==> config.mk <==
export PLATFORM = sky130hd
export DESIGN_NAME = decode_stage
export DESIGN_NICKNAME = d
export VERILOG_FILES = /design/src/rtl/decode_stage.sv
export SDC_FILE = /design/constraint.sdc
export NUM_CORES = 2
export LEC_CHECK = 0
export CORE_ASPECT_RATIO = 1.4
export CORE_UTILIZATION = 40
export CTS_CLUSTER_SIZE = 12
export DETAILED_ROUTE_END_ITERATION = 8
export PLACE_DENSITY = 0.62
export SETUP_SLACK_MARGIN = 0.05
export SYNTH_ARGS = -nofsm -noshare
export SYNTH_HDL_FRONTEND = slang
export SYNTH_SLANG_ARGS = --single-unit
==> constraint.sdc <==
create_clock -name clk -period 5.14 [get_ports clk]
set_input_delay 1.028 -clock clk [delete_from_list [all_inputs] [get_ports clk]]
set_output_delay 1.028 -clock clk [all_outputs]
set_load 0.1 [all_outputs]
==> src/rtl/decode_stage.sv <==
// Decode stage of a five-stage Y86-64 pipeline.
// Holds the 15-entry register file, computes source/destination register IDs,
// forwards operands from later stages and loads the execute pipeline register.
module decode_stage (
    input  logic        clk,
    input  logic        reset,
    input  logic [3:0]  D_icode,
    input  logic [3:0]  D_ifun,
    input  logic [3:0]  D_stat,
    input  logic [3:0]  D_rA,
    input  logic [3:0]  D_rB,
    input  logic [63:0] D_valC,
    input  logic [63:0] D_valP,
    input  logic [3:0]  e_dstE,
    input  logic [63:0] e_valE,
    input  logic [3:0]  M_dstM,
    input  logic [63:0] m_valM,
    input  logic [3:0]  M_dstE,
    input  logic [63:0] M_valE,
    input  logic [3:0]  W_dstM,
    input  logic [63:0] W_valM,
    input  logic [3:0]  W_dstE,
    input  logic [63:0] W_valE,
    input  logic        E_bubble,
    output logic [3:0]  d_srcA,
    output logic [3:0]  d_srcB,
    output logic [3:0]  E_icode,
    output logic [3:0]  E_ifun,
    output logic [3:0]  E_stat,
    output logic [63:0] E_valC,
    output logic [63:0] E_valA,
    output logic [63:0] E_valB,
    output logic [3:0]  E_dstE,
    output logic [3:0]  E_dstM
);

    localparam logic [3:0] REG_NONE = 4'hF;
    localparam logic [3:0] REG_RSP  = 4'h4;
    localparam logic [3:0] STAT_AOK = 4'h1;
    localparam logic [3:0] I_NOP    = 4'h1;

    // Register file: indices 0..14; index F means "no register".
    logic [63:0] r_regs [0:14];

    logic [3:0]  w_srcA;
    logic [3:0]  w_srcB;
    logic [3:0]  w_dstE;
    logic [3:0]  w_dstM;
    logic [63:0] w_rf_a;
    logic [63:0] w_rf_b;
    logic [63:0] w_fwd_a;
    logic [63:0] w_fwd_b;
    logic [63:0] w_valA;

    // Source and destination register selection from the instruction code.
    always_comb begin
        w_srcA = REG_NONE;
        w_srcB = REG_NONE;
        w_dstE = REG_NONE;
        w_dstM = REG_NONE;
        case (D_icode)
            4'h2, 4'h4, 4'h6, 4'hA: w_srcA = D_rA;
            4'h9, 4'hB:             w_srcA = REG_RSP;
            default:                w_srcA = REG_NONE;
        endcase
        case (D_icode)
            4'h4, 4'h5, 4'h6:       w_srcB = D_rB;
            4'h8, 4'h9, 4'hA, 4'hB: w_srcB = REG_RSP;
            default:                w_srcB = REG_NONE;
        endcase
        case (D_icode)
            4'h2, 4'h3, 4'h6:       w_dstE = D_rB;
            4'h8, 4'h9, 4'hA, 4'hB: w_dstE = REG_RSP;
            default:                w_dstE = REG_NONE;
        endcase
        case (D_icode)
            4'h5, 4'hB:             w_dstM = D_rA;
            default:                w_dstM = REG_NONE;
        endcase
    end

    assign d_srcA = w_srcA;
    assign d_srcB = w_srcB;

    // Combinational register-file reads; the "none" index reads as zero.
    always_comb begin
        w_rf_a = 64'd0;
        w_rf_b = 64'd0;
        if (w_srcA != REG_NONE) w_rf_a = r_regs[w_srcA];
        if (w_srcB != REG_NONE) w_rf_b = r_regs[w_srcB];
    end

    // Operand A forwarding: youngest producer wins; "none" never matches.
    always_comb begin
        w_fwd_a = w_rf_a;
        if (w_srcA != REG_NONE) begin
            if (w_srcA == e_dstE)      w_fwd_a = e_valE;
            else if (w_srcA == M_dstM) w_fwd_a = m_valM;
            else if (w_srcA == M_dstE) w_fwd_a = M_valE;
            else if (w_srcA == W_dstM) w_fwd_a = W_valM;
            else if (w_srcA == W_dstE) w_fwd_a = W_valE;
            else                       w_fwd_a = w_rf_a;
        end
    end

    // Operand B forwarding: same priority chain as operand A.
    always_comb begin
        w_fwd_b = w_rf_b;
        if (w_srcB != REG_NONE) begin
            if (w_srcB == e_dstE)      w_fwd_b = e_valE;
            else if (w_srcB == M_dstM) w_fwd_b = m_valM;
            else if (w_srcB == M_dstE) w_fwd_b = M_valE;
            else if (w_srcB == W_dstM) w_fwd_b = W_valM;
            else if (w_srcB == W_dstE) w_fwd_b = W_valE;
            else                       w_fwd_b = w_rf_b;
        end
    end

    // call and jXX carry the return/fall-through address in valA.
    assign w_valA = ((D_icode == 4'h7) || (D_icode == 4'h8)) ? D_valP : w_fwd_a;

    // Register-file writeback; port M is written last so it wins a tie.
    always_ff @(posedge clk) begin
        if (reset) begin
            for (int i = 0; i < 15; i++) begin
                r_regs[i] <= 64'd0;
            end
        end else begin
            if (W_dstE != REG_NONE) r_regs[W_dstE] <= W_valE;
            if (W_dstM != REG_NONE) r_regs[W_dstM] <= W_valM;
        end
    end

    // Execute pipeline register: bubble on reset or request, else load decode.
    always_ff @(posedge clk) begin
        if (reset || E_bubble) begin
            E_icode <= I_NOP;
            E_ifun  <= 4'h0;
            E_stat  <= STAT_AOK;
            E_valC  <= 64'd0;
            E_valA  <= 64'd0;
            E_valB  <= 64'd0;
            E_dstE  <= REG_NONE;
            E_dstM  <= REG_NONE;
        end else begin
            E_icode <= D_icode;
            E_ifun  <= D_ifun;
            E_stat  <= D_stat;
            E_valC  <= D_valC;
            E_valA  <= w_valA;
            E_valB  <= w_fwd_b;
            E_dstE  <= w_dstE;
            E_dstM  <= w_dstM;
        end
    end

endmodule

== Word-level counts from Yosys, hierarchy flattened ==
Memories as Yosys holds them, arrays and structs flattened.
Cells that the tools add are included.

* Register bits: 212
* Bits in writable memories: 960
* Output and inout bits: 220
* Word-level logic and storage cells: 77
* Memories: 1

{| class="wikitable"
|+ Memory list
! memory !! depth !! width !! rd ports !! clocked after memory_dff !! wr ports !! RTL line !! text
|-
| r_regs || 15 || 64 || 2 || 0 || 15 || 43 || <nowiki>logic [63:0] r_regs [0:14];</nowiki>
|}

* Equality and inequality tests: 24
* Mux-type cells: 32
* Bitwise logic cells: 1
* Reductions and logical operators: 11

{| class="wikitable"
|+ Operator list
! operator !! count
|-
| 64-bit two-way mux || 17
|-
| 64-bit OR reduction || 2
|-
| 4-bit equality test || 10
|-
| 4-bit one-hot mux with 2 select lines || 3
|-
| 4-bit by 3-bit equality test with 1-bit output (second input constant) || 4
|-
| 4-bit equality test (second input constant) || 4
|-
| 4-bit inequality test (second input constant) || 4
|-
| 1-bit two-way mux || 10
|-
| 4-bit by 2-bit equality test with 1-bit output (second input constant) || 2
|-
| 4-bit two-way mux || 2
|-
| 4-bit OR reduction || 2
|-
| 2-bit OR reduction || 3
|-
| 3-bit OR reduction || 2
|-
| 1-bit logical OR || 2
|-
| 1-bit NOT || 1
|}

== Depth between registers and ports, before layout ==
* Depth after elaboration: 12
* Gate-level depth with buffers: 13

== Worst setup path before layout ==
No wires, ideal clock.

* Path kind: input to register
* From: input port W_dstE[1]
* To: memory r_regs[14][0], enable pin
* Library setup time: 514 ps
* Data arrival time: 4,806 ps
* Setup slack: -180 ps
* Stages: 3
* Cells stage by stage: clkbuf_1 nand2_1 o221ai_1

{| class="wikitable"
|+ RTL lines
! element !! RTL line !! text
|-
| start, declared || 22 || <nowiki>input logic [3:0] W_dstE,</nowiki>
|-
| end, declared || 43 ||
|}

== Final worst setup path ==
* From: input port D_icode[0]
* To: output port d_srcB[0]

* Longest elaborated chain between the ends: 3
* Elaborated cells between the ends (all ways): 10
* Classes of those cells: 7 x eq/ne; 1 x mux; 2 x reduce/logical

{| class="wikitable"
|+ Ends and longest elaborated chain
! element !! RTL line !! text
|-
| start, declared || 7 || <nowiki>input logic [3:0] D_icode,</nowiki>
|-
| 4-bit equality test / 4-bit by 3-bit equality test with 1-bit output (equally long branches) || 66 || <nowiki>case (D_icode)</nowiki>
|-
| 4-bit OR reduction / 3-bit OR reduction (equally long branches) || 66 ||
|-
| 4-bit one-hot mux with 2 select lines (*) || 66 ||
|-
| end, declared || 26 || <nowiki>output logic [3:0] d_srcB,</nowiki>
|}

Mark *: on every way between the ends. The rest lies on a longest branch, timed or not.

==> run metrics <==
number of global-route vias before repair between 60000 and 70000; FFs w/ async S/R, synth 0%; die width 354.1 um; Post-CTS Setup Repair Bufs 0; Worst Hold Class in -> reg; crit end category output pin; CTS tree built; Clock Power Share 34.7%; # placed instances 8677; switching portion of total power a little under a third; CTS max path bufs 3; Worst Setup SP D_icode[0]; Multi-input gate area between 0.03 and 0.04 mm^2; r2r startpoint r_regs[3][27]; CP Data Arrival Time 3.74 ns; Hold Buf Count CTS 0; nets 7028; Core ar. 0.1721 mm^2; critical path class in -> out; worst-path cell chain clkdlybuf4s50_1, and2_1, o31ai_4, buf_4, inv_8, buf_12, buf_12; worst-margin pin slew 1.268 ns; H-tree levels 4; layout cells sized above 1 roughly a tenth; Final Non-Filler Cells approximately 8900; cts bufs inserted 133; max-cap violation count 0; PortBufs 710; Synth top area share approximately 44%; critical path fanouts, max between 40 and 50; ranking of synthesized cells by area edfxtp_1 (44%), a22o_1 (13%), mux2i_1 (7.0%); RePlAce Congestion a little over 0.9; Final Slew Violations 0; PostCTS Resize Cnt 0; first-pass GRT wire length 480100 um; Reg clk slew, reported paths 0.06 ns; internal power 18.61 mW; P_leak 30.54 nW; FF-to-FF setup slack slightly above 3 ns; Critical Path Slowest Stage Cell and2_1; Post-synth EDFFs 1024; number of distinct library cells after synthesis 77; setup TNS 0 ns; data required time of the critical path just over 4 ns; Detailed Place HPWL around 200000 um; outcome finished clean; I/O pin count 711; num rows 180; routed vias/inst between 7 and 8; Vert. Die Dim ~490 um; Post-DRT Antenna Nets 0; WP buf/inv 5; # setup viols final 0; routed length per instance 39.31 um; main flop type after synthesis edfxtp_1; most frequent cell after synthesis a22o_1; Post-Syn Instances 6363; Final Hold Vio Count 0; Clock Root Buffer clkbuf_16; sequential share of power 44.4%; total gr overflow 0; crit share post-route 92.68%; Cell Area, Placed 0.07946 mm^2; post-route cell area 0.08356 mm^2; All-Layer GR Usage a little under two fifths; Yosys reg bits between 1000 and 1500; Die Footprint 0.1753 mm^2; Seq/Total Area, Yosys between 50 and 60%; CTS Sinks 1236; fin crit period about 4.8 ns; Post-Syn Area slightly below 0.07 mm^2; initial antenna violation count 28; Synth Warn # 0; FF+latch area 0.03499 mm^2; drt pass-1 iters 9; Syn Area/Cell ~11 um^2; f_max between 200 and 250 MHz; VDD IR max 0.3799 mV; hold_sp D_valC[31]; Synth top cells by count a22o_1 (1026), edfxtp_1 (1024), clkbuf_1 (815), mux2i_1 (484), nand2_1 (398); Tot Pwr 27.13 mW; type of origin of the critical path input port; Iteration-0 DRC Markers 11340; Comb power frac a little over a fifth; via count a little under 70000; CP most frequent cell buf_12; area leader, netlist edfxtp_1; drc violations 0; switching pwr 8.519 mW; fillers 15260; Crit path max-delay family buffers and inverters; Largest stage delay, worst path 0.70 ns; synthesis-to-finish area growth 20.36%; clk_lat worst skew 0.82 ns; DRT Wirelength 350800 um; Power Density 324.7 mW/mm^2; headroom to the max-slew limit 15.45%; unrepaired setup endpoints after global routing no; largest net degree at the start of global routing 143; Initial Util 40.35%; Layout Skew slightly above 0.04 ns
[state kept, by name (all words and copies together) (netlist names)]
name	flops
E_dstM	4
E_valA	64
E_valB	64
E_icode	4
E_valC	64
E_stat	4
E_ifun	4
r_regs	1024
E_dstE	4
[worst paths after layout]
| path | end | depth (start not counted) |
|---|---|---|
| worst max-delay path | d_srcB[0] | 7 |
| worst min-delay path | E_valC[31] | 2 |
| worst max register to register | E_valB[27] | 5 |
| worst min register to register | E_valB[15] | 5 |
[placed cells by master (no fill, tap or decap), types with 132 or more instances in the layout]
| master | count |
|---|---|
| a221oi_1 | 384 |
| mux2i_1 | 484 |
| dfxtp_1 | 212 |
| nor3_1 | 263 |
| edfxtp_1 | 1024 |
| a22oi_1 | 132 |
| nand3_1 | 190 |
| buf_4 | 184 |
| o22ai_1 | 254 |
| clkdlybuf4s50_1 | 701 |
| a21oi_1 | 166 |
| clkbuf_16 | 139 |
| nand2_1 | 393 |
| a22o_1 | 1026 |
[area by class of cell]
class                           instances  share of cell area (%)
Antenna cell                           11                 0.03294
Clock inverter                         44                  0.3788
Multi-Input combinational cell       4158                   37.29
Inverter                               26                  0.1393
Clock buffer                          192                   4.498
Sequential cell                      1236                   41.88
Timing Repair Buffer                  982                   12.37
Tap cell                             2275                   3.407
[stage by stage]
step	hold WS (ns)	utilization, %	setup slack [ns]
6_report	0.7853	48.56	0.3764
5_1_grt	0.7873	48.55	0.3577
4_1_cts	0.7515	48.55	0.4779
3_5_place_dp	0.7718	46.18	0.2448
3_3_place_gp	0.7697	46.18	0.2842
2_1_floorplan	0.7171	-	1.036
[kinds of logic after synthesis]
family                 synth area share (%)
multiplexers                          6.978
flip-flops                            50.41
XOR/XNOR                            0.02524
AO/OA/AOI/OAI                         28.98
buffers and inverters                 5.868
other                              0.005402
AND/OR/NAND/NOR                       7.734
[power by group through the flow]
stage	clock, mW	sequential [mW]	combinational (mW)
2_1_floorplan	0	12.8	2.52
3_3_place_gp	0	12.2	5.40
6_report	9.41	12.0	5.68
4_1_cts	9.39	12.0	5.46
5_1_grt	9.77	12.1	5.75
3_5_place_dp	0	12.2	5.44
[metal layers]
metal / vias up / global-route usage, % / share of wire [%]
li1: 25980 / - / -
met1: 32680 / 44.80 / 33
met2: 6777 / 59.63 / 44
met3: 1802 / 12.49 / 15
met4: 26 / 25.31 / 7.2
met5: - / 0.3836 / 0.069
Note: power is estimated with default switching activity, not from simulation.
